File: src/rtl/sprite_ctrl_pkg.sv
// Shared types and constants for the sprite controller.
// FSM state encoding, register selectors and write-pipe drain depth.
package sprite_ctrl_pkg;

  typedef enum logic [1:0] {
    ST_IDLE  = 2'd0,
    ST_READ  = 2'd1,
    ST_DRAIN = 2'd2,
    ST_FIN   = 2'd3
  } state_t;

  localparam logic [1:0] REG_SEL_X     = 2'd0;
  localparam logic [1:0] REG_SEL_Y     = 2'd1;
  localparam logic [1:0] REG_SEL_SCALE = 2'd2;

  localparam int DRAIN_DEPTH = 2;

endpackage

File: src/rtl/sprite_ctrl_regs.sv
// Sprite position/scale registers (x, y, scale).
// Ports: clk, reset (async, high), reg_we/reg_sel/reg_wdata write port,
// frame_start commit pulse, x/y/scale outputs.
// Macro SPRITE_CTRL_FRAME_COMMIT_EN: writes land in shadows and are
// committed together on frame_start; otherwise writes go straight out.
module sprite_ctrl_regs
  import sprite_ctrl_pkg::*;
(
  input  logic        clk,
  input  logic        reset,
  input  logic        reg_we,
  input  logic [1:0]  reg_sel,
  input  logic [31:0] reg_wdata,
  input  logic        frame_start,
  output logic [31:0] x,
  output logic [31:0] y,
  output logic [31:0] scale
);

  logic [31:0] x_q, x_d;
  logic [31:0] y_q, y_d;
  logic [31:0] scale_q, scale_d;

`ifdef SPRITE_CTRL_FRAME_COMMIT_EN
  logic [31:0] sx_q, sx_d;
  logic [31:0] sy_q, sy_d;
  logic [31:0] ss_q, ss_d;

  always_comb begin
    sx_d    = sx_q;
    sy_d    = sy_q;
    ss_d    = ss_q;
    x_d     = x_q;
    y_d     = y_q;
    scale_d = scale_q;
    // Commit reads the pre-write shadow, so a same-cycle write
    // waits for the following frame.
    if (frame_start) begin
      x_d     = sx_q;
      y_d     = sy_q;
      scale_d = ss_q;
    end
    if (reg_we) begin
      case (reg_sel)
        REG_SEL_X:     sx_d = reg_wdata;
        REG_SEL_Y:     sy_d = reg_wdata;
        REG_SEL_SCALE: ss_d = reg_wdata;
        default:       ;
      endcase
    end
  end

  always_ff @(posedge clk or posedge reset) begin
    if (reset) begin
      sx_q <= '0;
      sy_q <= '0;
      ss_q <= '0;
    end else begin
      sx_q <= sx_d;
      sy_q <= sy_d;
      ss_q <= ss_d;
    end
  end
`else
  logic unused_frame_start;
  assign unused_frame_start = frame_start;

  always_comb begin
    x_d     = x_q;
    y_d     = y_q;
    scale_d = scale_q;
    if (reg_we) begin
      case (reg_sel)
        REG_SEL_X:     x_d     = reg_wdata;
        REG_SEL_Y:     y_d     = reg_wdata;
        REG_SEL_SCALE: scale_d = reg_wdata;
        default:       ;
      endcase
    end
  end
`endif

  always_ff @(posedge clk or posedge reset) begin
    if (reset) begin
      x_q     <= '0;
      y_q     <= '0;
      scale_q <= '0;
    end else begin
      x_q     <= x_d;
      y_q     <= y_d;
      scale_q <= scale_d;
    end
  end

  assign x     = x_q;
  assign y     = y_q;
  assign scale = scale_q;

endmodule

File: src/rtl/sprite_ctrl.sv
// Sprite controller: copies bytes from source memory into the sprite
// bitmap RAM (one per cycle) and holds the x/y/scale registers.
// Ports: cmd_* handshake, src_* read port, bitmap_* write port,
// busy/done/err status, reg_* write port, frame_start, x/y/scale.
// Macro SPRITE_CTRL_FRAME_COMMIT_EN selects frame-committed registers.
module sprite_ctrl
  import sprite_ctrl_pkg::*;
#(
  parameter int SRC_ADDR_BITS = 16,
  parameter int DST_ADDR_BITS = 12,
  parameter int BPP           = 8
) (
  input  logic                     clk,
  input  logic                     reset,
  input  logic                     cmd_valid,
  output logic                     cmd_ready,
  input  logic [SRC_ADDR_BITS-1:0] cmd_src,
  input  logic [DST_ADDR_BITS-1:0] cmd_dst,
  input  logic [DST_ADDR_BITS:0]   cmd_len,
  output logic [SRC_ADDR_BITS-1:0] src_addr,
  output logic                     src_oe,
  input  logic [BPP-1:0]           src_din,
  input  logic [31:0]              bitmap_length,
  output logic [31:0]              bitmap_address,
  output logic [BPP-1:0]           bitmap_din,
  output logic                     bitmap_we,
  output logic                     busy,
  output logic                     done,
  output logic                     err,
  input  logic                     reg_we,
  input  logic [1:0]               reg_sel,
  input  logic [31:0]              reg_wdata,
  input  logic                     frame_start,
  output logic [31:0]              x,
  output logic [31:0]              y,
  output logic [31:0]              scale
);

  state_t                   state_q, state_d;
  logic [SRC_ADDR_BITS-1:0] src_addr_q, src_addr_d;
  logic [DST_ADDR_BITS:0]   rem_q, rem_d;
  logic [1:0]               drain_q, drain_d;
  logic [DST_ADDR_BITS-1:0] wr_addr_q, wr_addr_d;
  logic                     rd_v_q, rd_v_d;
  logic                     we_q, we_d;
  logic [BPP-1:0]           din_q, din_d;
  logic [DST_ADDR_BITS-1:0] baddr_q, baddr_d;
  logic                     oe_q, oe_d;
  logic                     busy_q, busy_d;
  logic                     done_q, done_d;
  logic                     err_q, err_d;
  logic                     rdy_q, rdy_d;

  // Two extra bits so dst + len can never wrap.
  logic [DST_ADDR_BITS+1:0] end_sum;
  logic                     over;

  assign end_sum = {2'b00, cmd_dst} + {1'b0, cmd_len};
  assign over    = 32'(end_sum) > bitmap_length;

  always_comb begin
    state_d    = state_q;
    src_addr_d = src_addr_q;
    rem_d      = rem_q;
    drain_d    = drain_q;
    wr_addr_d  = wr_addr_q;
    din_d      = din_q;
    baddr_d    = baddr_q;
    err_d      = 1'b0;
    // Read issued now returns next cycle, then is written a cycle later.
    rd_v_d     = oe_q;
    we_d       = rd_v_q;
    if (rd_v_q) begin
      din_d     = src_din;
      baddr_d   = wr_addr_q;
      wr_addr_d = wr_addr_q + 1'b1;
    end
    unique case (state_q)
      ST_IDLE: begin
        if (cmd_valid) begin
          src_addr_d = cmd_src;
          wr_addr_d  = cmd_dst;
          rem_d      = cmd_len;
          if (cmd_len == '0) begin
            state_d = ST_FIN;
          end else if (over) begin
            state_d = ST_FIN;
            err_d   = 1'b1;
          end else begin
            state_d = ST_READ;
          end
        end
      end
      ST_READ: begin
        src_addr_d = src_addr_q + 1'b1;
        rem_d      = rem_q - 1'b1;
        if (rem_q == (DST_ADDR_BITS+1)'(1)) begin
          state_d = ST_DRAIN;
          drain_d = 2'(DRAIN_DEPTH - 1);
        end
      end
      ST_DRAIN: begin
        if (drain_q == 2'd0) state_d = ST_FIN;
        else                 drain_d = drain_q - 2'd1;
      end
      ST_FIN:  state_d = ST_IDLE;
      default: state_d = ST_IDLE;
    endcase
    oe_d   = state_d == ST_READ;
    busy_d = state_d != ST_IDLE;
    done_d = state_d == ST_FIN;
    rdy_d  = state_d == ST_IDLE;
  end

  always_ff @(posedge clk or posedge reset) begin
    if (reset) begin
      state_q    <= ST_IDLE;
      src_addr_q <= '0;
      rem_q      <= '0;
      drain_q    <= '0;
      wr_addr_q  <= '0;
      rd_v_q     <= 1'b0;
      we_q       <= 1'b0;
      din_q      <= '0;
      baddr_q    <= '0;
      oe_q       <= 1'b0;
      busy_q     <= 1'b0;
      done_q     <= 1'b0;
      err_q      <= 1'b0;
      rdy_q      <= 1'b1;
    end else begin
      state_q    <= state_d;
      src_addr_q <= src_addr_d;
      rem_q      <= rem_d;
      drain_q    <= drain_d;
      wr_addr_q  <= wr_addr_d;
      rd_v_q     <= rd_v_d;
      we_q       <= we_d;
      din_q      <= din_d;
      baddr_q    <= baddr_d;
      oe_q       <= oe_d;
      busy_q     <= busy_d;
      done_q     <= done_d;
      err_q      <= err_d;
      rdy_q      <= rdy_d;
    end
  end

  assign cmd_ready      = rdy_q;
  assign src_addr       = src_addr_q;
  assign src_oe         = oe_q;
  assign bitmap_address = 32'(baddr_q);
  assign bitmap_din     = din_q;
  assign bitmap_we      = we_q;
  assign busy           = busy_q;
  assign done           = done_q;
  assign err            = err_q;

  sprite_ctrl_regs u_regs (
    .clk         (clk),
    .reset       (reset),
    .reg_we      (reg_we),
    .reg_sel     (reg_sel),
    .reg_wdata   (reg_wdata),
    .frame_start (frame_start),
    .x           (x),
    .y           (y),
    .scale       (scale)
  );

endmodule

File: config.mk
export PLATFORM = sky130hd
export DESIGN_NAME = sprite_ctrl
export DESIGN_NICKNAME = d
export VERILOG_FILES = /design/src/rtl/sprite_ctrl_pkg.sv /design/src/rtl/sprite_ctrl_regs.sv /design/src/rtl/sprite_ctrl.sv
export SDC_FILE = /design/constraint.sdc
export NUM_CORES = 1
export LEC_CHECK = 0
export ABC_AREA = 1
export BUFFER_PORTS_ARGS = -buffer_cell sky130_fd_sc_hd__buf_4
export CORE_MARGIN = 5
export CORE_UTILIZATION = 50
export DETAILED_ROUTE_END_ITERATION = 6
export PLACE_DENSITY = 0.79
export REMOVE_ABC_BUFFERS = 1
export SKIP_CTS_REPAIR_TIMING = 1
export SLEW_MARGIN = 5
export SYNTH_ARGS = -nofsm -noshare
export SYNTH_HDL_FRONTEND = slang
export SYNTH_SLANG_ARGS = --single-unit
File: constraint.sdc
create_clock -name clk -period 6.7 [get_ports clk]
set_clock_uncertainty 0.1 [all_clocks]
set_input_delay 0.335 -clock clk [delete_from_list [all_inputs] [get_ports clk]]
set_output_delay 0.335 -clock clk [all_outputs]
set_load 0.005 [all_outputs]
==> reports/qor.yml, run 1 <==
global_route:
  grt_start_max_net_pins: 98
  grt_first_pass_wirelength_mm: 36.44
  grt_overflow_total: 0
  grt_use_total_pct: 22.51
  antenna_found_initial: 0
  grt_pass1_vias: 7350
final_layout:
  num_antenna_cells: 0
  utilization_pct: 66.45
  final_layout_size_suffix_gt1_share_pct: 25.68
  area_delta_synth_final_pct: 30.01
  multiInputGateArea_um2: 3649
  fill_cells: 1370
  final-seq-area_um2: 4205
  layout.nets: 1420
logic_synthesis:
  syn_inst: 1026
  synth_commonest_cells: "nand2_1, dfrtp_1, o21ai_0, inv_1, nor2_1"
  yosysMostFrequentCell: "nand2_1"
  synth_area_um2: 8506
  synth_cell_types: 46
  synth_top_area_share_pct: 49.13
  async_reset_ff_share_pct: 100.0
  ys_top_cells_by_area: "dfrtp_1, nand2_1, o21ai_0, ha_1, inv_1"
  synthFlopType: "dfrtp_1"
  syn_avg_cell_area_um2: 8.290
  ys_ff_latch: 168
  yosysSeqAreaShare_pct: 49.44
  synth_edf_count: 0
  yosys.area.top_type: "dfrtp_1"
  yosys_warnings: 0
worst_setup_path:
  criticalPathCategory: "in2reg"
  critPathRequiredTime_ps: 6950
  arrival_ps: 2760
  startpoint_type: "input pin"
  endpoint_kind: "flip-flop"
  cp_max_fo: 4
  r2r_slack_ps: 4260
floorplanning:
  design.portCount: 278
  die_area_um2: 19720
  start_util_pct: 51.11
  die_x_um: 140.4
  die_y_um: 140.4
  rows: 47
  fp.coreArea_um2: 16640
clock_network:
  cts.sink_count: 168
  path_clk_slew_ps: 70
  cts_root_buffer: "clkbuf_16"
  numCtsBuffers: 17
  cts_buffer_depth: 2
  insertion_delay_ps: 420
  cts_tree: "done"
  htreeDepth: 4
sta:
  setup_tns_ps: 0
  slew_headroom_pct: 23.45
  holdWs_ps: -26.78
  min_period_over_period_pct: 37.49
  tightestPinTransition_ps: 1147
  slew_violations: 0
  setup_violations: 0
  fin_crit_ps: 2512
  clock.fmax_ghz: 0.3981
  finalHoldViolations: 10
  rsz0062_at_grt: "no"
placement:
  io_buffers: 256
  gp_congestion: 0.9286
  dp_hpwl_mm: 16.77
drt:
  dr.pass1.iters: 5
  via_count: 7600
  final_antenna_net_count: 0
  drcViolationCount: 0
  drt_iter0_drc: 428
  routed_wl_mm: 22.56
  wl_per_cell_um: 15.03
  vias_per_cell: 5.063
power_and_ir_drop:
  peakVddDrop_mv: 0.1698
  p_total_uw: 2765
  power.leakage_uw: 0.005741
  p_per_area_nw_per_um2: 250.1
outcome:
  status: "finished, violations left"
  violations: "hold timing"
flow_run:
  maxCapViolations: 0
min_path:
  hp-class: "in2async"
[layout by cell type, fill, tap and decap left out, types with 3 or more instances in the layout]
cell / count
nand2_1: 284
buf_4: 257
dfrtp_1: 167
o21ai_0: 125
inv_1: 98
nor2_1: 78
nand3_1: 42
ha_1: 31
a21oi_1: 23
conb_1: 20
clkbuf_16: 17
o21ai_1: 12
nand4_1: 11
xor2_1: 11
inv_2: 9
o211ai_1: 9
nand3_2: 6
nand2_2: 6
xnor2_1: 6
inv_8: 6
nor2_4: 5
nor3_1: 5
nor2_2: 5
clkinv_4: 4
o22ai_1: 3
a31oi_1: 3
o31ai_1: 3
a21boi_0: 3
inv_6: 3
[cell type report]
type,instances,share of cell area [%]
clock buffer,18,3.881
clock inverter,14,1.380
inverter,110,3.779
multi-input combinational,714,32.99
sequential,168,38.03
tap,220,2.489
timing repair buffer,257,17.45
[path summary, 6_finish.rpt]
path,cells after the start,endpoint,from
worst max-delay path,16,src_oe$_DFF_PP0_,cmd_dst[0]
worst min-delay path,2,u_regs.scale[20]$_DFFE_PP0P_,reset
worst max register to register,4,wr_addr_q[0]$_DFF_PP0_,rd_v_q$_DFF_PP0_
worst min register to register,0,rd_v_q$_DFF_PP0_,src_oe$_DFF_PP0_
max in group asynchronous,3,rem_q[10]$_DFFE_PP0P_,reset
min in group clk,3,bitmap_din[4]$_DFFE_PP0P_,src_din[4]
[logic make-up (layout without fill, tap and decap cells)]
group / after synthesis / in the layout / synth area share (%)
xor gates and xnor gates: 17 / 17 / 1.750
other: 1 / 20 / 0.04409
DFF: 168 / 168 / 49.44
and+or+nand+nor: 453 / 453 / 22.92
buffers and inverters: 163 / 399 / 8.679
adders and majority gates: 32 / 32 / 4.796
AOI/OAI and AO/OA: 192 / 192 / 12.37
[sequential cells by signal, summed over array words and instances, names as in the netlist, 8 cells and up]
signal and count:
u_regs.y 32, baddr_q 12, rem_q 13, u_regs.x 32, bitmap_din 8, u_regs.scale 32, wr_addr_q 12, src_addr 16
[worst max-delay path: stages]
cell and delay, ps:
buf_4 120, ha_1 240, fa_1 430, nand3_1 100, nand2_1 110, a21boi_0 230
xnor2_1 100, ha_1 280, nand2_1 70, nor2_1 150, nand4_1 130, nor2_1 150
nor2_2 50, nand2_2 100, nand2_1 70, nor2_1 100
[layer usage]
layer / global-route usage [%] / vias up / part of all wire (%)
li1: - / 3763 / -
met1: 29.17 / 3539 / 42
met2: 37.65 / 274 / 48
met3: 6.067 / 24 / 8.7
met4: 5.660 / 0 / 1.3
met5: 0 / - / 0
[power by group]
| group | internal (µW) | switching [µW] | total (µW) |
|---|---|---|---|
| sequential | 1130 | 89.0 | 1220 |
| combinational | 300 | 291 | 591 |
| clock | 501 | 450 | 951 |
| total | 1940 | 830 | 2770 |
[per-stage QoR]
stage,hold slack (ps),cells,setup slack (ps),cell area [µm²]
floorplan,275.7,992,1720,8252
global placement,263.2,1469,3861,10480
detailed placement,274.3,1469,3804,10480
CTS,-5.202,1501,4221,11060
global route,5.801,1501,3997,11060
finish,-26.78,1501,4188,11060
No activity file was read; power rests on OpenSTA's default activity.
==> run 2, diff against run 1 <==
==> constraint.sdc (replaced) <==
create_clock -name clk -period 2.6 [get_ports clk]
set_clock_uncertainty 0.1 [all_clocks]
set_input_delay 0.13 -clock clk [delete_from_list [all_inputs] [get_ports clk]]
set_output_delay 0.13 -clock clk [all_outputs]
set_load 0.005 [all_outputs]
==> run 2 against run 1 <==
The flow still finishes with violations (hold timing). Combinational power rose to 2.8 times the previous value. Sequential power rose to 2.6 times the previous value. Clock power rose to 2.6 times the previous value. Largest power group unchanged. Wire length up 9.3%. Cell area up 7.9%. Cell count up 5.9%. Sequential share of layout area down 2.8 points.
==> reports/qor.yml, run 2 (same netlist as run 1, synthesis figures left out) <==
outcome:
  status: "finished, violations left"
  violations: "hold timing"
clock_network:
  cts_tree: "done"
  cts_buffer_depth: 2
  path_clk_slew_ps: 70
  insertion_delay_ps: 420
  numCtsBuffers: 17
  cts.sink_count: 168
  htreeDepth: 4
  cts_root_buffer: "clkbuf_16"
drt:
  wl_per_cell_um: 15.50
  wl_met2_mm: 11.96
  dr.pass1.iters: 7
  drcViolationCount: 0
  wirelength_met1_mm: 10.10
  vias_per_cell: 5.136
  met3_length_mm: 2.032
  highest_layer: "met4"
  final_antenna_net_count: 0
  drt_iter0_drc: 612
  via_count: 8166
  routed_wl_mm: 24.65
min_path:
  hp-class: "in2reg"
global_route:
  grt_start_max_net_pins: 60
  antenna_found_initial: 0
  grt_overflow_total: 0
  grt_pass1_vias: 7564
  grt_use_total_pct: 22.69
  grt_first_pass_wirelength_mm: 36.67
placement:
  placedCellCount: 1481
  place_area_um2: 10580
  dp_slack_ps: 1.153
  io_buffers: 256
  dp_hpwl_mm: 17.34
  gp_congestion: 0.9339
floorplanning:
  start_util_pct: 51.11
  die_area_um2: 19720
  die_x_um: 140.4
  rows: 47
  die_y_um: 140.4
  fp.coreArea_um2: 16640
  design.portCount: 278
worst_setup_path:
  crit_end: "src_oe$_DFF_PP0_"
  r2r_start: "rd_v_q$_DFF_PP0_"
  r2r_slack_ps: 760
  arrival_ps: 2460
  endpoint_kind: "flip-flop"
  cp_max_fo: 6
  critPathRequiredTime_ps: 2860
  r2r_end: "wr_addr_q[10]$_DFF_PP0_"
  reg2reg_depth: 7
  crit_start: "cmd_dst[9]"
  slowest_stage: "ha_1"
  startpoint_type: "input pin"
  criticalPathCategory: "in2reg"
  crit_path_cell_trace: "buf_4 -> ha_1 -> a21oi_1 -> nor2_1 -> a211oi_1 -> nand3_1 -> nand2_1 -> nand2_1 -> ha_1 -> and3_1 -> a21boi_0 -> nand2_1 -> nand2_2 -> nand2_1 -> nor2_1"
  cpPeakStageDelay_ps: 370
  path_common_cell: "nand2_1"
sta:
  clock.fmax_ghz: 0.4539
  slew_violations: 0
  finalHoldViolations: 2
  finalWorstSetupSlack_ps: 397.0
  min_period_over_period_pct: 84.73
  rsz0062_at_grt: "no"
  tightestPinTransition_ps: 581.3
  holdWs_ps: -65.00
  slew_headroom_pct: 61.20
  fin_crit_ps: 2203
  setup_violations: 0
final_layout:
  utilization_pct: 71.72
  final_cell_mix: "nand2_1, buf_4, dfrtp_1"
  fin_area_um2: 11940
  layout.nets: 1510
  final_common_cell: "nand2_1"
  num_antenna_cells: 0
  final_layout_size_suffix_gt1_share_pct: 24.89
  area_delta_synth_final_pct: 40.33
  instances_no_fill: 1590
power_and_ir_drop:
  peakVddDrop_mv: 0.4750
  p_per_area_nw_per_um2: 610.7
  power.leakage_uw: 0.006118
flow_run:
  maxCapViolations: 0
[run 2: changes by cell type in the layout (fill, tap and decap cells not counted), sizes merged]
cell	before	now
buf	257	269
bufinv	0	1
clkbuf	18	17
clkinv	8	4
clkinvlp	0	2
dlygate4sd3	0	78
inv	116	117
[run 2: worst min-delay path by stage]
stage	slack, ps	from	cells after the start	to
floorplan	150	cmd_dst[8]	2	wr_addr_q[8]$_DFF_PP0_
global placement	130	reset	2	src_addr[0]$_DFFE_PP0P_
detailed placement	140	reset	2	u_regs.scale[20]$_DFFE_PP0P_
CTS	-320	reset	2	u_regs.scale[20]$_DFFE_PP0P_
global route	4	cmd_len[4]	3	rem_q[4]$_DFFE_PP0P_
finish	-60	cmd_src[15]	5	src_addr[15]$_DFFE_PP0P_
[run 2: final cells by class]
type | instances | area (µm²)
clock buffers | 17 | 425.4
well taps | 220 | 275.3
fillers | 1243 | 4706
multi-input cells | 714 | 3649
inverters | 110 | 417.9
clock inverters | 14 | 151.4
flip-flops and latches | 168 | 4205
repair buffers | 347 | 2813
[run 2: worst max-delay path: cells and delay by family]
family | cells | cell delay [ps]
buffers and inverters | 1 | 120
AOI/OAI and AO/OA | 3 | 750
adders and majority gates | 2 | 630
and+or+nand+nor | 9 | 840
[run 2: per-stage QoR]
step | hold slack, ps | setup TNS [ps] | total power [µW]
floorplan | 146.6 | -364160 | 3857
global placement | 127.1 | 0 | 4691
detailed placement | 135.3 | 0 | 4746
CTS | -318.3 | 0 | 7227
global route | 4.359 | 0 | 7664
finish | -65.00 | 0 | 7289
[run 2: power breakdown]
group / switching [µW] / internal [µW] / leakage (µW)
clock network: 1120 / 1350 / 0.000277
registers: 244 / 2920 / 0.00202
logic: 785 / 859 / 0.00382
total: 2150 / 5140 / 0.00612
[run 2: per-layer routing]
layer | GRT usage, % | vias to the layer above
met2 | 37.40 | 359
met3 | 5.419 | 42
met4 | 7.190 | 0
met5 | 0 | -
li1 | - | 3949
met1 | 29.70 | 3816
==> run 3, diff against run 2 <==
--- a/config.mk
+++ b/config.mk
@@ -8,9 +8,9 @@
 export ABC_AREA = 1
 export BUFFER_PORTS_ARGS = -buffer_cell sky130_fd_sc_hd__buf_4
 export CORE_MARGIN = 5
-export CORE_UTILIZATION = 50
+export CORE_UTILIZATION = 46
 export DETAILED_ROUTE_END_ITERATION = 6
-export PLACE_DENSITY = 0.79
+export PLACE_DENSITY = 0.76
 export REMOVE_ABC_BUFFERS = 1
 export SKIP_CTS_REPAIR_TIMING = 1
 export SLEW_MARGIN = 5
==> constraint.sdc (replaced) <==
create_clock -name clk -period 1.9 [get_ports clk]
set_clock_uncertainty 0.1 [all_clocks]
set_input_delay 0.095 -clock clk [delete_from_list [all_inputs] [get_ports clk]]
set_output_delay 0.095 -clock clk [all_outputs]
set_load 0.005 [all_outputs]
==> run 3 against run 2 <==
The run ends with hold timing, setup timing left. Largest cell class unchanged. Register-to-register slack worse by 570 ps. Critical path type unchanged. Non-clock buffer count rose by 40. Setup slack got worse by 550 ps. Sequential power rose by 37%. Combinational power grew 47%.
==> reports/qor.yml, run 3 (same netlist as run 1, synthesis figures left out) <==
power_and_ir_drop:
  p_switching_uw: 3078
  peakVddDrop_mv: 0.5979
  intPower_uw: 7090
  p_per_area_nw_per_um2: 811.7
  pwr-share-seq_pct: 42.6
  p_total_uw: 10170
  clockPowerShare_pct: 33.7
  power.leakage_uw: 0.006360
  comb_power_share_pct: 23.7
  sw_frac_of_total_pct: 30.27
worst_setup_path:
  path_common_cell: "nand2_2"
  reg2reg_depth: 8
  cpPeakStageDelay_ps: 340
  r2r_slack_ps: 190
  crit_end: "src_oe$_DFF_PP0_"
  crit_buf_inv: 1
  cp_max_fo: 4
  crit_start: "cmd_dst[2]"
  r2r_start: "rem_q[1]$_DFFE_PP0P_"
  criticalPathCategory: "in2reg"
  critPathRequiredTime_ps: 2160
  slowest_stage: "ha_1"
  endpoint_kind: "flip-flop"
  arrival_ps: 2310
  startpoint_type: "input pin"
  r2r_end: "rem_q[12]$_DFFE_PP0P_"
  crit_path_cell_trace: "buf_4 -> ha_4 -> a21oi_2 -> nand2_2 -> nand3_1 -> nand4_1 -> xor2_1 -> ha_1 -> a21oi_1 -> nand2_1 -> a21boi_2 -> nand2_1 -> nand2_2 -> nand2_2 -> nor2_1"
  critical-path-top-delay-family: "simple AND/OR/NAND/NOR gates"
  path_depth: 15
sta:
  clock.fmax_ghz: 0.4873
  holdWs_ps: -13.11
  min_period_over_period_pct: 108.0
  finalWorstSetupSlack_ps: -152.0
  setup_violations: 6
  rsz0062_at_grt: "yes"
  fin_crit_ps: 2052
  finalHoldViolations: 1
  slew_violations: 0
global_route:
  grt_start_max_net_pins: 65
  grt_overflow_total: 0
  antenna_found_initial: 0
  grt_first_pass_wirelength_mm: 38.66
  grt_pass1_vias: 7728
  grt_use_total_pct: 21.84
clock_network:
  insertion_delay_ps: 420
  path_clk_slew_ps: 70
  cts_buffer_depth: 2
  cts_root_buffer: "clkbuf_16"
  htreeDepth: 4
  numCtsBuffers: 17
  cts.sink_count: 168
  cts_tree: "done"
outcome:
  status: "finished, violations left"
  violations: "hold timing, setup timing"
final_layout:
  area_delta_synth_final_pct: 47.28
  final_layout_size_suffix_gt1_share_pct: 29.34
  final-seq-area_um2: 4205
  layout.nets: 1550
  final_cell_mix: "buf_4, nand2_1, dfrtp_1"
  final_common_cell: "buf_4"
  multiInputGateArea_um2: 3837
  num_antenna_cells: 0
  fin_area_um2: 12530
  instances_no_fill: 1640
  fill_cells: 1356
drt:
  vias_per_cell: 5.002
  wl_per_cell_um: 15.47
  via_count: 8203
  routed_wl_mm: 25.37
  final_antenna_net_count: 0
  drcViolationCount: 0
  drt_iter0_drc: 442
  dr.pass1.iters: 5
placement:
  dp_slack_ps: -733.1
  place_area_um2: 10940
  placedCellCount: 1528
  io_buffers: 256
  dp_hpwl_mm: 17.64
  gp_congestion: 0.8753
floorplanning:
  die_y_um: 146.0
  rows: 49
  die_area_um2: 21310
  die_x_um: 146.0
  design.portCount: 278
  fp.coreArea_um2: 18090
  start_util_pct: 47.03
min_path:
  hp-class: "in2reg"
flow_run:
  maxCapViolations: 0
## run 3: cell types whose count changed in the layout (fill, tap and decap cells not counted), sizes merged
| cell | previous run | this run |
|---|---|---|
| clkbuf | 17 | 18 |
| bufinv | 1 | 0 |
| clkinvlp | 2 | 0 |
| inv | 117 | 114 |
| clkinv | 4 | 10 |
| buf | 269 | 311 |
| dlygate4sd3 | 78 | 76 |
## run 3: cell type report
cell class	count	area share, %
Tap cell	229	2.287
Clock inverter	14	1.239
Multi-Input combinational cell	714	30.63
Timing Repair Buffer	387	25.43
Inverter	110	3.336
Clock buffer	18	3.506
Sequential cell	168	33.57
## run 3: worst min-delay path by stage
stage	to	startpoint	cells after the start	slack (ps)
5_1_grt	rem_q[10]$_DFFE_PP0P_	cmd_len[10]	4	30
2_1_floorplan	wr_addr_q[8]$_DFF_PP0_	cmd_dst[8]	2	110
6_report	wr_addr_q[7]$_DFF_PP0_	cmd_dst[7]	4	-10
3_3_place_gp	src_addr[0]$_DFFE_PP0P_	reset	2	70
4_1_cts	src_addr[11]$_DFFE_PP0P_	reset	2	-390
3_5_place_dp	u_regs.y[9]$_DFFE_PP0P_	reset	2	70
## run 3: worst register-to-register path, delay by kind of cell (launching register included)
family | cells | cell delay [ps]
AO/OA/AOI/OAI | 2 | 210
flip-flops | 1 | 410
AND/OR/NAND/NOR | 3 | 360
XOR/XNOR | 1 | 150
adder cells (fa/ha/maj) | 1 | 220
buffers and inverters | 1 | 160
## run 3: power by group through the flow
stage                     Clock (µW)  Combinational (µW)  Sequential, µW
after detailed placement           0                2180            4390
after CTS                       3500                2190            4330
final                           3420                2410            4340
after global placement             0                2130            4380
after floorplan                    0                 900            4380
after global routing            3630                2680            4390
## run 3: layer usage
layer	routed length (µm)	global-route usage [%]
met1	10730	28.85
met2	12310	36.29
met3	1965	6.073
met4	359	4.610
met5	0	0
## run 3: through the flow
step	hold slack, ps	setup TNS [ps]	util (%)
final	-13.11	-615.4	69.26
after global routing	30.35	-1226	69.26
after CTS	-392.2	-1365	63.76
after detailed placement	74.80	-4088	60.48
after global placement	69.73	-3349	60.48
after floorplan	111.6	-477990	-
